--- config.mk ---
export PLATFORM = sky130hd
export DESIGN_NAME = iter_alu
export DESIGN_NICKNAME = d
export VERILOG_FILES = /design/src/rtl/iter_alu.sv
export SDC_FILE = /design/constraint.sdc
export NUM_CORES = 1
export LEC_CHECK = 0
export BUFFER_PORTS_ARGS = -buffer_cell sky130_fd_sc_hd__buf_2
export CAP_MARGIN = 20
export CELL_PAD_IN_SITES_DETAIL_PLACEMENT = 1
export CELL_PAD_IN_SITES_GLOBAL_PLACEMENT = 2
export CORE_MARGIN = 2
export CORE_UTILIZATION = 36
export DETAILED_ROUTE_END_ITERATION = 6
export PLACE_DENSITY_LB_ADDON = 0.08
export SYNTH_ARGS = -nofsm -noshare
export SYNTH_HDL_FRONTEND = slang
export SYNTH_SLANG_ARGS = --single-unit
--- constraint.sdc ---
create_clock -name CLK -period 7 [get_ports CLK]
set_input_delay 1.05 -clock CLK [delete_from_list [all_inputs] [get_ports CLK]]
set_output_delay 1.05 -clock CLK [all_outputs]
set_load 0.005 [all_outputs]
--- src/rtl/iter_alu.sv ---
// iter_alu: single-cycle logic/arith ops plus iterative multiply/divide behind a valid/ready handshake
module iter_alu #(
  parameter int WIDTH = 32,
  parameter int SHW = $clog2(WIDTH)
) (
  input  logic             CLK,
  input  logic             RST,
  input  logic             in_valid,
  output logic             in_ready,
  input  logic [3:0]       op,
  input  logic [WIDTH-1:0] port_a,
  input  logic [WIDTH-1:0] port_b,
  output logic             out_valid,
  input  logic             out_ready,
  output logic [WIDTH-1:0] port_out,
  output logic             negative,
  output logic             zero,
  output logic             overflow,
  output logic             busy
);
  typedef enum logic [1:0] {IDLE, BUSY, DONE} state_t;
  localparam logic [SHW-1:0] LAST = SHW'(WIDTH - 1);
  state_t state, state_d;
  logic [3:0] op_q;
  logic [WIDTH-1:0] hi, lo, d, res_s, a_mag, b_mag, hi_n, lo_n, fin_raw, fin;
  logic [WIDTH:0] sum, sh;
  logic [SHW-1:0] cnt;
  logic neg_q, ovf_q, ovf_s, ovf_div, accept, div_op, multi, last, ge, q_div;
  assign in_ready = state == IDLE || (state == DONE && out_ready);
  assign accept = in_valid && in_ready;
  assign div_op = op[3:2] == 2'b11;
  assign multi = op >= 4'd10 && !(div_op && port_b == '0);
  assign last = cnt == LAST;
  assign out_valid = state == DONE;
  assign busy = state == BUSY;
  assign negative = port_out[WIDTH-1];
  assign zero = out_valid && port_out == '0;
  assign a_mag = (op[3:1] == 3'b111 && port_a[WIDTH-1]) ? -port_a : port_a;
  assign b_mag = (op[3:1] == 3'b111 && port_b[WIDTH-1]) ? -port_b : port_b;
  assign ovf_div = op == 4'd14 && port_a == {1'b1, {(WIDTH-1){1'b0}}} && port_b == '1;
  always_comb begin
    res_s = '0;
    ovf_s = 1'b0;
    case (op)
      4'd0: begin
        res_s = port_a + port_b;
        ovf_s = port_a[WIDTH-1] == port_b[WIDTH-1] && res_s[WIDTH-1] != port_a[WIDTH-1];
      end
      4'd1: begin
        res_s = port_a - port_b;
        ovf_s = port_a[WIDTH-1] != port_b[WIDTH-1] && res_s[WIDTH-1] != port_a[WIDTH-1];
      end
      4'd2: res_s = port_a << port_b[SHW-1:0];
      4'd3: res_s = port_a >> port_b[SHW-1:0];
      4'd4: res_s = $signed(port_a) >>> port_b[SHW-1:0];
      4'd5: res_s = port_a & port_b;
      4'd6: res_s = port_a | port_b;
      4'd7: res_s = port_a ^ port_b;
      4'd8: res_s = {{(WIDTH-1){1'b0}}, $signed(port_a) < $signed(port_b)};
      4'd9: res_s = {{(WIDTH-1){1'b0}}, port_a < port_b};
      // only reached here as a zero-divisor shortcut: remainder ops return the dividend
      default: res_s = op[0] ? port_a : '1;
    endcase
  end
  // hi:lo is the product accumulator for multiply, remainder:quotient for divide
  assign q_div = op_q[3:2] == 2'b11;
  assign sum = {1'b0, hi} + (lo[0] ? {1'b0, d} : '0);
  assign sh = {hi, lo[WIDTH-1]};
  assign ge = sh >= {1'b0, d};
  assign hi_n = q_div ? (ge ? sh[WIDTH-1:0] - d : sh[WIDTH-1:0]) : sum[WIDTH:1];
  assign lo_n = q_div ? {lo[WIDTH-2:0], ge} : {sum[0], lo[WIDTH-1:1]};
  assign fin_raw = op_q[0] ? hi_n : lo_n;
  assign fin = neg_q ? -fin_raw : fin_raw;
  always_ff @(posedge CLK) state <= RST ? IDLE : state_d;
  always_comb begin
    state_d = state;
    if (accept) state_d = multi ? BUSY : DONE;
    else if (state == BUSY && last) state_d = DONE;
    else if (state == DONE && out_ready) state_d = IDLE;
  end
  always_ff @(posedge CLK) begin
    if (RST) begin
      op_q <= '0;
      hi <= '0;
      lo <= '0;
      d <= '0;
      cnt <= '0;
      neg_q <= 1'b0;
      ovf_q <= 1'b0;
      port_out <= '0;
      overflow <= 1'b0;
    end else if (accept) begin
      op_q <= op;
      cnt <= '0;
      hi <= '0;
      lo <= div_op ? a_mag : port_b;
      d <= div_op ? b_mag : port_a;
      neg_q <= op == 4'd14 ? port_a[WIDTH-1] ^ port_b[WIDTH-1] : op == 4'd15 && port_a[WIDTH-1];
      ovf_q <= ovf_div;
      if (!multi) begin
        port_out <= res_s;
        overflow <= ovf_s;
      end
    end else if (state == BUSY) begin
      hi <= hi_n;
      lo <= lo_n;
      cnt <= cnt + 1'b1;
      if (last) begin
        port_out <= fin;
        overflow <= ovf_q;
      end
    end
  end
endmodule

# Word level (Yosys, flattened, before mapping)
# Index checks and enable logic that the tools add are counted.
[op_classes] n_mux=28 add_sub_neg=8 n_lt_le_gt_ge=4 shift=3 eq_ne=24 n_reduce_logical=24 bitwise_logic=4
[op_table] op="$mux 32" n=17
[op_table] op="$pmux 32 s10" n=1
[op_table] op="$neg 32->32" n=3
[op_table] op="$eq 32x32->1 const B" n=2
[op_table] op="$logic_not 32->1" n=2
[op_table] op="$lt 32x32->1" n=2
[op_table] op="$sub 32x32->32" n=2
[op_table] op="$add 32x32->33" n=1
[op_table] op="$ge 33x32->1" n=1
[op_table] op="$add 32x32->32" n=1
[op_table] op="$and 32x32->32" n=1
[op_table] op="$or 32x32->32" n=1
[op_table] op="$shl 32x5->32" n=1
[op_table] op="$shr 32x5->32" n=1
[op_table] op="$sshr 32x5->32" n=1
[op_table] op="$xor 32x32->32" n=1
[op_table] op="$eq 4x3->1 const B" n=4
[op_table] op="$eq 4x4->1 const B" n=4
[op_table] op="$logic_and 1x1->1" n=13
[op_table] op="$eq 4x2->1 const B" n=2
[op_table] op="$mux 2" n=4
[op_table] op="$eq 2x2->1 const B" n=3
[op_table] op="$add 5x1->5 const B" n=1
[op_table] op="$eq 5x5->1 const B" n=1
[op_table] op="18 further kinds" n=25
[totals] input_bits=72 elab_cells=105 out_inout_bits=38 register_bits=142

# Longest topological paths before layout
[depth] word_depth=9 mapped_depth=21 mapped_depth_nobuf=18

# Worst setup path before layout
# Ideal clock, no wire load.
[synth_timing] path_kind="input port to flip-flop" from="input port port_b[2]" to="register overflow" arrival_time_ns=5.072 path_stages=19 path_slack_ns=1.837 path_cell_list="inv_1 -> buf_1 -> buf_1 -> clkbuf_1 -> ha_1 -> clkbuf_1 -> o21ai_0 -> o21ai_0 -> and4_1 -> o2111ai_1 -> a31oi_1 -> o41ai_1 -> o21ai_0 -> a21o_1 -> a21oi_1 -> xnor2_1 -> nor4b_1 -> a41oi_1 -> a311oi_1"
[synth_between] elab_chain_len=6 elab_cells_between_ends=15
[synth_rtl] item="start: declaration" line="12" rtl="input logic [WIDTH-1:0] port_b,"
[synth_rtl] item="$sub 32x32->32, or another cell as far along" line="50" rtl="res_s = port_a - port_b;"
[synth_rtl] item="$ne 1x1->1, or another cell as far along" line="51" rtl="ovf_s = port_a[WIDTH-1] != port_b[WIDTH-1] && res_s[WIDTH-1] != port_a[WIDTH-1];"
[synth_rtl] item="$logic_and 1x1->1, or another cell as far along" line="51"
[synth_rtl] item="$pmux 1 s2 / $logic_and 1x1->1 (equally long branches)" line="44, 32"
[synth_rtl] item="$mux 1 / $ne 2x2->1 (equally long branches)"
[synth_rtl] item="$mux 1 / $reduce_and 3->1 (equally long branches)"
[synth_rtl] item="end signal: assignment" line="102" rtl="overflow <= ovf_s;"
[synth_rtl] item="end signal: assignment" line="110" rtl="overflow <= ovf_q;"
[synth_rtl] item="end: declaration" line="18" rtl="output logic overflow,"
# Parallel ways exist; a longest one is shown, timed or not. The select of a mux whose other input is x is not followed.
# A chain may end at the register's enable or synchronous reset.

# Worst setup path after layout
[layout_timing] from="register lo[31]" to="register port_out[29]"
[layout_between] elab_chain_len=9 elab_cells_between_ends=11
[layout_rtl] item="start: declaration" line="25" rtl="logic [WIDTH-1:0] hi, lo, d, res_s, a_mag, b_mag, hi_n, lo_n, fin_raw, fin;"
[layout_rtl] item="start signal: assignment" line="96" rtl="lo <= div_op ? a_mag : port_b;"
[layout_rtl] item="start signal: assignment" line="106" rtl="lo <= lo_n;"
[layout_rtl] item="$sub 32x32->32 / $ge 33x32->1 (equally long branches)" line="70, 69"
[layout_rtl] item="$mux 32 (2 in a row)" line="70" rtl="assign hi_n = q_div ? (ge ? sh[WIDTH-1:0] - d : sh[WIDTH-1:0]) : sum[WIDTH:1];"
[layout_rtl] item="$mux 32 *" line="72" rtl="assign fin_raw = op_q[0] ? hi_n : lo_n;"
[layout_rtl] item="$neg 32->32" line="73" rtl="assign fin = neg_q ? -fin_raw : fin_raw;"
[layout_rtl] item="$mux 32 *" line="73"
[layout_rtl] item="$mux 32 *" line="108" rtl="if (last) begin"
[layout_rtl] item="$mux 32 *" line="104" rtl="end else if (state == BUSY) begin"
[layout_rtl] item="$mux 32 *" line="92" rtl="end else if (accept) begin"
[layout_rtl] item="end signal: assignment" line="101" rtl="port_out <= res_s;"
[layout_rtl] item="end signal: assignment" line="109" rtl="port_out <= fin;"
[layout_rtl] item="end: declaration" line="15" rtl="output logic [WIDTH-1:0] port_out,"
# Mark *: on every way between the ends. The rest lies on a longest branch, timed or not. The select of a mux whose other input is x is not followed.

==> metrics.md <==
| Metric | Value |
|---|---|
| Outcome | completed |
| M1 GR Usage | 0.482 |
| Chip height | 254 microns |
| Slew @ Worst Pin | around 1.2 ns |
| Met2 usage | 0.638 |
| Worst EP required | 7.32 ns |
| Worst Skew | 0.0148 ns |
| Seq pwr share | 0.253 |
| DRT Pass-1 Iters | 6 |
| Worst vdd ir | 0.179 mV |
| P_int | approximately 2000 uW |
| Critical path peak fanout | 19 |
| EDFF count, synth | 0 |
| Fin Setup TNS | 0 ns |
| Vias/cell | between 6 and 7 |
| Worst-path cell chain | inv_1, ha_1, nor2b_1, o21bai_1, a21oi_2, o2111ai_2, nand3_2, nor2_1, mux2i_1, mux2_2, nand4_1, buf_4, o41ai_4, xnor2_1, a2111oi_1, nor3_1 |
| Register bit total from synthesis | 141 |
| Min cycle time layout | around 6.2 ns |
| First-pass GRT wire length | between 150000 and 200000 microns |
| Post_cts resized | 0 |
| Comb power frac | 0.481 |
| Routed Antenna Nets | 0 |
| Congestion Overflow GR | 0 |
| FMAX | 161 MHz |
| Util after Layout | 0.392 |
| Post-synth top flop | dfxtp_1 |
| Root buffer cell | clkbuf_16 |
| Max Buffers Root-to-Sink | 2 |
| WP depth | 16 |
| Cell variety after synth | 93 |
| Max Cap Viol | 0 |
| Most frequent cells in the layout | nor2_1 (365), nand2_1 (358), a21oi_1 (337), o21ai_0 (267), ha_1 (167) |
| Clk sinks | 141 |
| CTS H-Tree Depth | 4 |
| DR iter-0 viols | 2240 |
| Sequential area share after synthesis | 0.125 |
| Cell leakage power | between 0.009 and 0.01 uW |
| Syn. warnings | 0 |
| Via Count | about 27k |
| Tot GR Track Use | 0.384 |
| Largest net degree at the start of global routing | 71 |
| Die ar. | roughly 0.065 sq mm |
| IO buf count | between 100 and 150 |
| RSZ-0062 raised after global routing | no |
| Crit. End Element | flip-flop |
| Crit-path leading delay family | compound AO/OA/AOI/OAI gates |
| Total CTS buffers | 17 |
| # setup viols final | 0 |
| Die width | ~250 microns |
| Asr flop ratio synth | 0 |
| Setup bufs post-CTS | 0 |
| Vias in the first global route | ~27k |
| # DRC | 0 |
| Crit-path slowest cell | nor2_1 |
| Initial Utilization | 0.365 |
| CTS hold repair buffers | 0 |
| Buffers & Inverters on Critical Path | 2 |
| Period utilisation layout | 0.888 |
| WL final | between 100000 and 150000 microns |
| Fin Hold WS | 0.477 ns |
| Fin nets | approximately 3.5k |
| Cells after Synth | between 3k and 4k |
| # fillers | around 8k |
| Largest stage delay, worst path | between 0.7 and 0.8 ns |
| Post-Syn Nets | roughly 3.6k |
| Met3 Use GR | 0.0293 |
| Layout cells sized above 1 | 0.0865 |
| Reg2Reg Setup Slack | 0.78 ns |
| Synth Cell Area | 0.0225 sq mm |
| Commonest non-fill, non-tap cell in the layout | nor2_1 |
| Initial antenna violation count | 2 |
| Clock power share | 0.266 |
| IO Count | 110 |
| Critical Path Start | lo[31] |
| Pwr Total | between 3000 and 4000 uW |
| Psw | ~1700 uW |
| Detailed placement HPWL | between 90000 and 100000 microns |
| Critical path class | flip-flop to flip-flop |
| Global placement routability congestion | about 0.99 |
| Reg2reg end | port_out[29] |
| Hold WC Path Type | flip-flop to flip-flop |
| Pwr Density | about 150 mW/mm^2 |
| Final max-slew violation count | 0 |
| WP data arrival | between 6 and 7 ns |
| End of the critical path | port_out[29] |
| Rows | a little over 90 |
| Fin. Hold Viols | 0 |
| WL/cell | slightly above 30 microns |
| Area of the core | around 0.062 sq mm |
| Slew headroom | 0.186 |
| Clock latency on the worst-skew pair | ~0.46 ns |
| Area Growth Syn to Fin | 7.55% |
| Sw frac | 0.463 |
| CTS tree | yes |
| FF-to-FF path depth | 16 |
| FF-to-FF Start | lo[31] |
| Crit path launch type | flip-flop |
| Synthesized area per cell | about 6.7 sq um |
| Busiest metal layer after global routing | met2 |
| Clock-pin slew on the worst setup and hold paths | 0.07 ns |
-- cell usage after synthesis, types with 13 or more instances --
cell type / n / share of area
a211o_1: 16 / 0.0062
a211oi_1: 58 / 0.019
a21o_1: 51 / 0.017
a21oi_1: 337 / 0.075
a221oi_1: 22 / 0.0086
a22oi_1: 13 / 0.0043
a311oi_1: 20 / 0.0078
a31oi_1: 51 / 0.014
and2_1: 57 / 0.016
and3_1: 31 / 0.0086
buf_1: 42 / 0.0070
buf_2: 15 / 0.0033
clkbuf_1: 209 / 0.035
dfxtp_1: 141 / 0.13
ha_1: 167 / 0.093
inv_1: 144 / 0.024
mux2i_1: 126 / 0.056
mux4_2: 21 / 0.021
nand2_1: 360 / 0.060
nand2b_1: 30 / 0.0083
nand3_1: 48 / 0.011
nand4_1: 36 / 0.010
nor2_1: 365 / 0.061
nor2b_1: 14 / 0.0039
nor3_1: 80 / 0.018
nor4_1: 28 / 0.0078
o211ai_1: 103 / 0.034
o21a_1: 18 / 0.0060
o21ai_0: 267 / 0.059
o221ai_1: 17 / 0.0066
o22ai_1: 31 / 0.0086
o31ai_1: 32 / 0.011
or3_1: 41 / 0.011
xnor2_1: 108 / 0.042
xor2_1: 32 / 0.012
-- cell families after synthesis --
group | after synthesis | share of synthesized area
compound gates | 1187 | 0.338
simple gates | 1133 | 0.232
buf+inv | 417 | 0.0715
fa+ha+maj | 171 | 0.0964
mux | 159 | 0.0831
flops | 141 | 0.125
xor+xnor | 140 | 0.0545
-- worst reg2reg max path, stage by stage, from the launching register on --
cell	delay, ns
dfxtp_1	0.40
inv_1	0.23
ha_1	0.24
nor2b_1	0.09
o21bai_1	0.39
a21oi_2	0.22
o2111ai_2	0.72
nand3_2	0.61
nor2_1	0.78
mux2i_1	0.52
mux2_2	0.38
nand4_1	0.17
buf_4	0.25
o41ai_4	0.37
xnor2_1	0.17
a2111oi_1	0.46
nor3_1	0.07
-- flip-flops by register name, indices dropped and copies added, names as in the netlist --
signal / flops
hi: 32
d: 32
ovf_q: 1
cnt: 5
state: 2
neg_q: 1
op_q: 3
overflow: 1
port_out: 32
lo: 32
-- layout make-up --
type,count,area [sq um],area share
repair buffers,173,1060,0.0437
flip-flops and latches,141,2820,0.117
clock inverters,12,149,0.00615
multi-input cells,2790,18100,0.749
clock buffers,20,447,0.0185
diodes,3,7.51,0.000310
inverters,147,552,0.0228
well taps,837,1050,0.0433
-- metal layers --
layer,up-vias,wire length (microns)
li1,12100,-
met1,13400,52100
met2,1073,58400
met3,299,6620
met4,0,8910
met5,-,0
-- through the flow --
step | cell area (sq um) | cells | worst slack [ns]
global route | 24200 | 4122 | 0.594
finish | 24200 | 4123 | 0.783
global placement | 23600 | 4084 | 0.944
detailed placement | 23600 | 4088 | 0.928
floorplan | 22500 | 3348 | 1.84
CTS | 24200 | 4120 | 0.914
-- worst min path at each step --
stage / cells after the start / to / startpoint / slack [ns]
2_1_floorplan: 2 / ovf_q / ovf_q / 0.44
3_3_place_gp: 2 / cnt[4] / cnt[4] / 0.45
3_5_place_dp: 2 / cnt[4] / cnt[4] / 0.47
4_1_cts: 2 / cnt[4] / cnt[4] / 0.48
5_1_grt: 2 / cnt[4] / cnt[4] / 0.50
6_report: 2 / cnt[4] / cnt[4] / 0.48
-- power by group through the flow --
stage	logic (uW)	clock network, uW	registers [uW]
2_1_floorplan	1090	0	909
5_1_grt	1860	1010	926
6_report	1750	968	921
3_3_place_gp	1690	0	936
3_5_place_dp	1700	0	938
4_1_cts	1710	977	920
Power figures use the tool's default switching activity.
